==> config.mk <==
export PLATFORM = sky130hd
export DESIGN_NAME = multi_chan_seq_ctrl
export DESIGN_NICKNAME = d
export VERILOG_FILES = /design/src/rtl/multi_chan_seq_ctrl.sv
export SDC_FILE = /design/constraint.sdc
export NUM_CORES = 1
export LEC_CHECK = 0
export ABC_AREA = 1
export CAP_MARGIN = 10
export CORE_ASPECT_RATIO = 1.5
export CORE_MARGIN = 5
export CORE_UTILIZATION = 53
export DETAILED_ROUTE_END_ITERATION = 16
export PLACE_DENSITY_LB_ADDON = 0.15
export REMOVE_ABC_BUFFERS = 1
export SLEW_MARGIN = 10
export SYNTH_ARGS = -nofsm -noshare
export SYNTH_HDL_FRONTEND = slang
export SYNTH_SLANG_ARGS = --single-unit
==> constraint.sdc <==
create_clock -name clk -period 2.2 [get_ports clk]
set_input_delay 0.44 -clock clk [delete_from_list [all_inputs] [get_ports clk]]
set_output_delay 0.44 -clock clk [all_outputs]
set_load 0.02 [all_outputs]
==> src/rtl/multi_chan_seq_ctrl.sv <==
// multi_chan_seq_ctrl: NUM_CH job sequencers (start/stop/err in; rdy/busy/endd/stop/er/req/ack/irq/irq_stat/any_irq out)
module multi_chan_seq_ctrl #(
  parameter int NUM_CH  = 4,
  parameter int JOB_LEN = 8,
  parameter int HOLDOFF = 2,
  parameter int ERR_MAX = 3,
  parameter int ACK_LAT = 5
) (
  input  logic              clk,
  input  logic              rst,
  input  logic [NUM_CH-1:0] start_i,
  input  logic [NUM_CH-1:0] stop_i,
  input  logic [NUM_CH-1:0] err_i,
  input  logic [NUM_CH-1:0] irq_clr_i,
  output logic [NUM_CH-1:0] rdy_o,
  output logic [NUM_CH-1:0] busy_o,
  output logic [NUM_CH-1:0] endd_o,
  output logic [NUM_CH-1:0] stop_o,
  output logic [NUM_CH-1:0] er_o,
  output logic [NUM_CH-1:0] req_o,
  output logic [NUM_CH-1:0] ack_o,
  output logic [NUM_CH-1:0] irq_o,
  output logic [NUM_CH-1:0] irq_stat_o,
  output logic              any_irq_o
);
  typedef enum logic [2:0] {IDLE, RUN, DONE, STOP, ERR, HOLD} state_t;
  localparam int MAXV = (JOB_LEN > HOLDOFF) ? ((JOB_LEN > ERR_MAX) ? JOB_LEN : ERR_MAX)
                                            : ((HOLDOFF > ERR_MAX) ? HOLDOFF : ERR_MAX);
  localparam int CW = $clog2(MAXV + 1);
  logic [NUM_CH-1:0] stat_d_v;
  logic any_irq_d, any_irq_q;
  for (genvar c = 0; c < NUM_CH; c++) begin : g_ch
    state_t st_q, st_d;
    logic [CW-1:0] cnt_q, cnt_d;
    logic [ACK_LAT-1:0] sr_q, sr_d;
    logic [ACK_LAT:0] sr_x;
    logic irq_q, irq_d, stat_q, stat_d;
    always_comb begin
      st_d = st_q;
      cnt_d = cnt_q;
      case (st_q)
        IDLE: if (start_i[c]) begin
          st_d = RUN;
          cnt_d = CW'(JOB_LEN - 1);
        end
        RUN: if (err_i[c]) begin
          st_d = ERR;
          cnt_d = CW'(1);
        end else if (stop_i[c]) st_d = STOP;
        else if (cnt_q == '0) st_d = DONE;
        else cnt_d = cnt_q - CW'(1);
        DONE, STOP: begin
          st_d = HOLD;
          cnt_d = CW'(HOLDOFF - 1);
        end
        ERR: if (err_i[c] && cnt_q < CW'(ERR_MAX)) cnt_d = cnt_q + CW'(1);
        else begin
          st_d = HOLD;
          cnt_d = CW'(HOLDOFF - 1);
        end
        HOLD: if (cnt_q == '0) st_d = IDLE;
        else cnt_d = cnt_q - CW'(1);
        default: st_d = IDLE;
      endcase
    end
    assign irq_d = (st_q == RUN) && (st_d != RUN);
    assign stat_d = (stat_q & ~irq_clr_i[c]) | irq_d;
    assign sr_x = {sr_q, req_o[c]};
    assign sr_d = sr_x[ACK_LAT-1:0];
    assign stat_d_v[c] = stat_d;
    always_ff @(posedge clk) begin
      if (rst) begin
        st_q <= IDLE;
        cnt_q <= '0;
        sr_q <= '0;
        irq_q <= 1'b0;
        stat_q <= 1'b0;
      end else begin
        st_q <= st_d;
        cnt_q <= cnt_d;
        sr_q <= sr_d;
        irq_q <= irq_d;
        stat_q <= stat_d;
      end
    end
    assign rdy_o[c] = st_q == IDLE;
    assign busy_o[c] = st_q == RUN;
    assign endd_o[c] = st_q == DONE;
    assign stop_o[c] = st_q == STOP;
    assign er_o[c] = st_q == ERR;
    assign req_o[c] = st_q == DONE;
    assign ack_o[c] = sr_q[ACK_LAT-1];
    assign irq_o[c] = irq_q;
    assign irq_stat_o[c] = stat_q;
  end
  assign any_irq_d = |stat_d_v;
  always_ff @(posedge clk) any_irq_q <= rst ? 1'b0 : any_irq_d;
  assign any_irq_o = any_irq_q;
endmodule

Word-level counts from Yosys, hierarchy flattened
Cells that the tools add are included.
{ "op_classes": {"magnitude_cmp": 4, "n_bitwise": 12, "n_addsub": 8, "muxes": 52, "reduce_logical": 29, "eq_ne": 32} }
{ "op_table": {"columns": ["cell", "count"], "rows": [
  ["$mux W4", 20],
  ["$pmux W4 S5", 4],
  ["$mux W3", 24],
  ["$pmux W3 S5", 4],
  ["$eq A3 B2 Y1 const B", 8],
  ["$eq A3 B3 Y1 const B", 8],
  ["$reduce_bool A5 Y1", 4],
  ["$add A4 B1 Y4 const B", 4],
  ["$logic_not A4 Y1", 4],
  ["$lt A4 B2 Y1 const B", 4],
  ["$sub A4 B1 Y4 const B", 4],
  ["$eq A3 B1 Y1 const B", 4],
  ["$logic_not A3 Y1", 4],
  ["$ne A3 B1 Y1 const B", 4],
  ["$ne A3 B3 Y1 const B", 4],
  ["$reduce_and A3 Y1", 4],
  ["$logic_and A1 B1 Y1", 8],
  ["$ne A2 B2 Y1 const B", 4],
  ["$reduce_or A2 Y1", 4],
  ["$and A1 B1 Y1", 4],
  ["$not A1 Y1", 4],
  ["$or A1 B1 Y1", 4],
  ["$reduce_or A4 Y1", 1]
]} }
{ "totals": {"in_bits": 18, "regBits": 57, "out_inout_bits": 37} }

Depth between registers and ports, before layout
{ "logic_depth": {"depth_word": 9, "mapped_depth": 12} }

Least setup slack after synthesis
No wires, ideal clock.
{ "synth_path": {"kind": "reg-to-output", "startpoint": "reg g_ch[3].st_q[1]", "endpoint": "out req_o[3]", "stages_incl_launch_ff": 6, "arrival_ns": 1.229, "path_slack_ns": 0.531, "required_ns": 1.760, "cell_sequence": "dfxtp_1 -> inv_2 -> nor2_1 -> inv_1 -> nor2_1 -> buf_4"} }
{ "synth_via": {"elab_chain_cells": 1} }
{ "synth_lines": {"columns": ["element", "line", "rtl"], "rows": [
  ["start: declaration", "33", "state_t st_q, st_d;"],
  ["start signal: assignment", "79", "st_q <= st_d;"],
  ["$eq A3 B2 Y1", null, null],
  ["end: declaration", "20", "output logic [NUM_CH-1:0] req_o,"]
]} }
Every way passes these cells.

Worst setup path after layout
{ "layout_path": {"startpoint": "reg g_ch[2].st_q[1]", "endpoint": "out busy_o[2]"} }
{ "layout_via": {"elab_chain_cells": 1} }
{ "layout_lines": {"columns": ["element", "line", "rtl"], "rows": [
  ["start: declaration", "33", null],
  ["start signal: assignment", "79", null],
  ["$eq A3 B1 Y1", "87", "assign busy_o[c] = st_q == RUN;"],
  ["end: declaration", "16", "output logic [NUM_CH-1:0] busy_o,"]
]} }
Every way passes these cells.

==> results.py <==
metrics = {
    "setup_path": {
        "critical_path_buf_inv_count": 2,
        "cell_family_with_most_cp_delay": "buffers and inverters",
        "critPathArrivalTime_ps": 1660,
        "crit_path_end_kind": "primary output",
        "critical_path.max_stage_delay_ps": 620,
        "cp_slowest_cell": "clkdlybuf4s50_1",
        "required_ps": 1760,
        "crit_path_start_kind": "flop",
        "crit_chain": "inv_1, nand2_2, nor2_4, clkdlybuf4s50_1",
        "critPathKind": "flop to primary output",
        "critical_path.max_fanout": 5,
    },
    "layout": {
        "final_layout_size_suffix_gt1_share_pct": 12.9,
        "flow.area_growth_from_synthesis_pct": 23.6,
        "final_design_area_no_fill_mm2": 0.00386,
        "antenna_cells": 0,
        "final_net_count": 524,
    },
    "sta": {
        "final_period_minus_worst_setup_slack_ps": 2100,
        "timing_worst_slew_pin_value_ps": 330,
        "finalHoldWorstSlack_ps": 402,
        "slew_viol_final": 0,
        "final.setup.tns_ps": 0,
        "slew_headroom_pct": 77.7,
        "rsz0062_at_grt": "false",
        "timing.final.hold_violations": 0,
        "setup_viol_count_final": 0,
        "worst_clock_skew_ps": 5.94,
        "maxClockFrequency_mhz": 477,
        "timing.final.crit_share_pct": 95.2,
    },
    "logic_synthesis": {
        "synthesis.yosys.warnings": 0,
        "ys_seq_area_share_pct": 36.5,
        "largest_area_contributor_in_the_netlist": "dfxtp_1",
        "yosys_top_cell_area_share_pct": 36.5,
        "netlist_top_cells_area": "dfxtp_1 (37%), nor2_1 (8.8%), inv_1 (8.2%)",
        "syn_area_mm2": 0.00312,
        "post_synthesis_cell_count": 444,
        "ys_seq_elements": 57,
        "synth_cell_types": 41,
        "postSynthAreaPerCell_um2": 7.03,
    },
    "floorplanning": {
        "io_pins": 55,
        "die_h_um": 104,
        "start_util_pct": 54.0,
        "row_count": 34,
        "core-area_mm2": 0.00579,
        "die_footprint_mm2": 0.00756,
        "dieWidth_um": 72.7,
    },
    "route": {
        "drt.antenna.violating_nets": 0,
        "wl_per_cell_um": 12.2,
        "drcViolationCount": 0,
        "vias": 2890,
        "drt_pre_antenna_iters": 4,
        "drt-vias-per-instance": 5.07,
        "drt-total-wl_um": 6960,
        "drt_iter0_drc": 126,
    },
    "clock_tree": {
        "postCtsResizedCells": 10,
        "cts_tree": "done",
        "cts_setup_buffers": 0,
        "clock_latency_ps": 330,
        "cts_inserted_buffers": 9,
        "maximum_number_of_buffers_from_clock_root_to_sink": 2,
        "root_buffer": "clkbuf_8",
        "path_clk_slew_ps": 60,
        "ctsHoldBuffers": 0,
        "clock-sinks": 57,
        "ctsHtreeMaxLevel": 3,
    },
    "placement": {
        "numPortBuffers": 54,
        "final_weighted_congestion_in_routability_driven_placement": 0.927,
        "dpl.hpwl_um": 5380,
        "placement.cell_area_mm2": 0.00366,
    },
    "run_status": {
        "status": "finished clean",
    },
    "power_and_ir_drop": {
        "power.static_leakage_nw": 1.91,
        "largest_vdd_supply_drop_mv": 0.738,
        "power-per-cell-area_mw_per_mm2": 1190,
    },
    "global_routing": {
        "grt_pass1_wl_um": 12000,
        "global_route.usage.total_pct": 19.5,
        "grt_antenna_before_repair": 0,
        "globalRoute.totalOverflow": 0,
        "grt_pass1_vias": 2804,
        "pin_count_of_the_biggest_net_entering_global_routing": 23,
    },
    "min_path": {
        "hold_path_class": "flop to flop",
    },
    "job": {
        "max-cap-violations": 0,
    },
}
cell usage in the layout (no fill, tap or decap), types with 3 or more instances in the layout:
cell / count
xor2_1: 3
nand3_2: 3
nand2_1: 66
ha_1: 12
dlymetal6s2s_1: 9
nand2_2: 8
nor2_4: 4
dlygate4sd2_1: 8
nor2_2: 6
inv_2: 7
a31oi_1: 5
inv_1: 68
nor2_1: 73
clkbuf_8: 12
nand3_1: 22
o21ai_0: 19
nand4_1: 7
dfxtp_1: 52
buf_4: 6
dfxtp_2: 5
a21oi_1: 18
clkdlybuf4s50_1: 37
nor3_1: 17
where the power goes:
part | switching [mW] | internal, mW | total [mW]
sequential | 0.252 | 1.25 | 1.50
combinational | 1.35 | 0.855 | 2.21
clock | 0.387 | 0.493 | 0.880
logic make-up after synthesis:
logic type	synth area share (%)
and+or+nand+nor	33.2
buffers and inverters	13.8
AOI/OAI and AO/OA	10.9
DFF	36.5
adders and majority gates	4.81
xor gates and xnor gates	0.841
worst reg2reg max path: stages (launching register included):
cell	delay, ps
dfxtp_1	410
inv_1	130
ha_1	230
nand2_1	200
nand2_1	80
nor2_1	130
nor2_1	70
nor2_1	110
nand2_1	60
nand2_1	90
nand2_2	80
nor2_2	150
nand3_2	70
area by class of cell:
cell class	instances	area (um2)
flip-flops and latches	57	1150
inverters	77	292
multi-input cells	289	1550
fillers	531	1930
clock buffers	13	169
well taps	72	90.1
clock inverters	2	12.5
repair buffers	60	598
stage by stage:
step / std cells / power, mW / setup slack [ps] / utilization (%)
6_report: 570 / 4.58 / 105 / 66.7
3_3_place_gp: 555 / 3.68 / 271 / 63.3
5_1_grt: 570 / 4.96 / 18.4 / 66.7
2_1_floorplan: 423 / 3.02 / 539 / -
4_1_cts: 570 / 4.61 / 4.23 / 66.3
3_5_place_dp: 555 / 3.73 / 233 / 63.3
flip-flops by register name, indices dropped and copies added, names as in the netlist:
signal,flops
g_ch.cnt_q,16
any_irq_o,1
g_ch.irq_q,4
g_ch.st_q,12
g_ch.sr_q,20
g_ch.stat_q,4
routing by layer:
layer / part of all wire, % / up-vias / global-route usage, %
met5: 0 / - / 0
met4: 2.0 / 0 / 9.37
met3: 4.4 / 15 / 3.87
met2: 52 / 61 / 33.4
met1: 42 / 1323 / 22.5
li1: - / 1491 / -
cell usage after synthesis (all sizes together):
cell type,n
nor2,83
inv,76
nand2,76
dfxtp,57
nand3,25
a21oi,20
nor3,20
o21ai,20
buf,17
ha,12
nand4,7
a31oi,5
clkbuf,4
nand3b,3
xor2,3
a211oi,2
o211ai,2
o22ai,2
a21boi,1
a221oi,1
a31o,1
a41oi,1
and3,1
clkinv,1
o21bai,1
o31ai,1
o32ai,1
or2,1
path summary, 6_finish.rpt:
| kind | start | to | slack (ps) | cells past startpoint |
|---|---|---|---|---|
| hold / removal | g_ch[2].sr_q[3] | g_ch[2].sr_q[4] | 400 | 2 |
| setup / recovery | g_ch[2].st_q[1] | busy_o[2] | 100 | 4 |
| hold reg to reg | g_ch[2].sr_q[3] | g_ch[2].sr_q[4] | 400 | 2 |
| setup reg to reg | g_ch[3].cnt_q[0] | any_irq_o | 290 | 12 |
No activity file was read; power rests on OpenSTA's default activity.
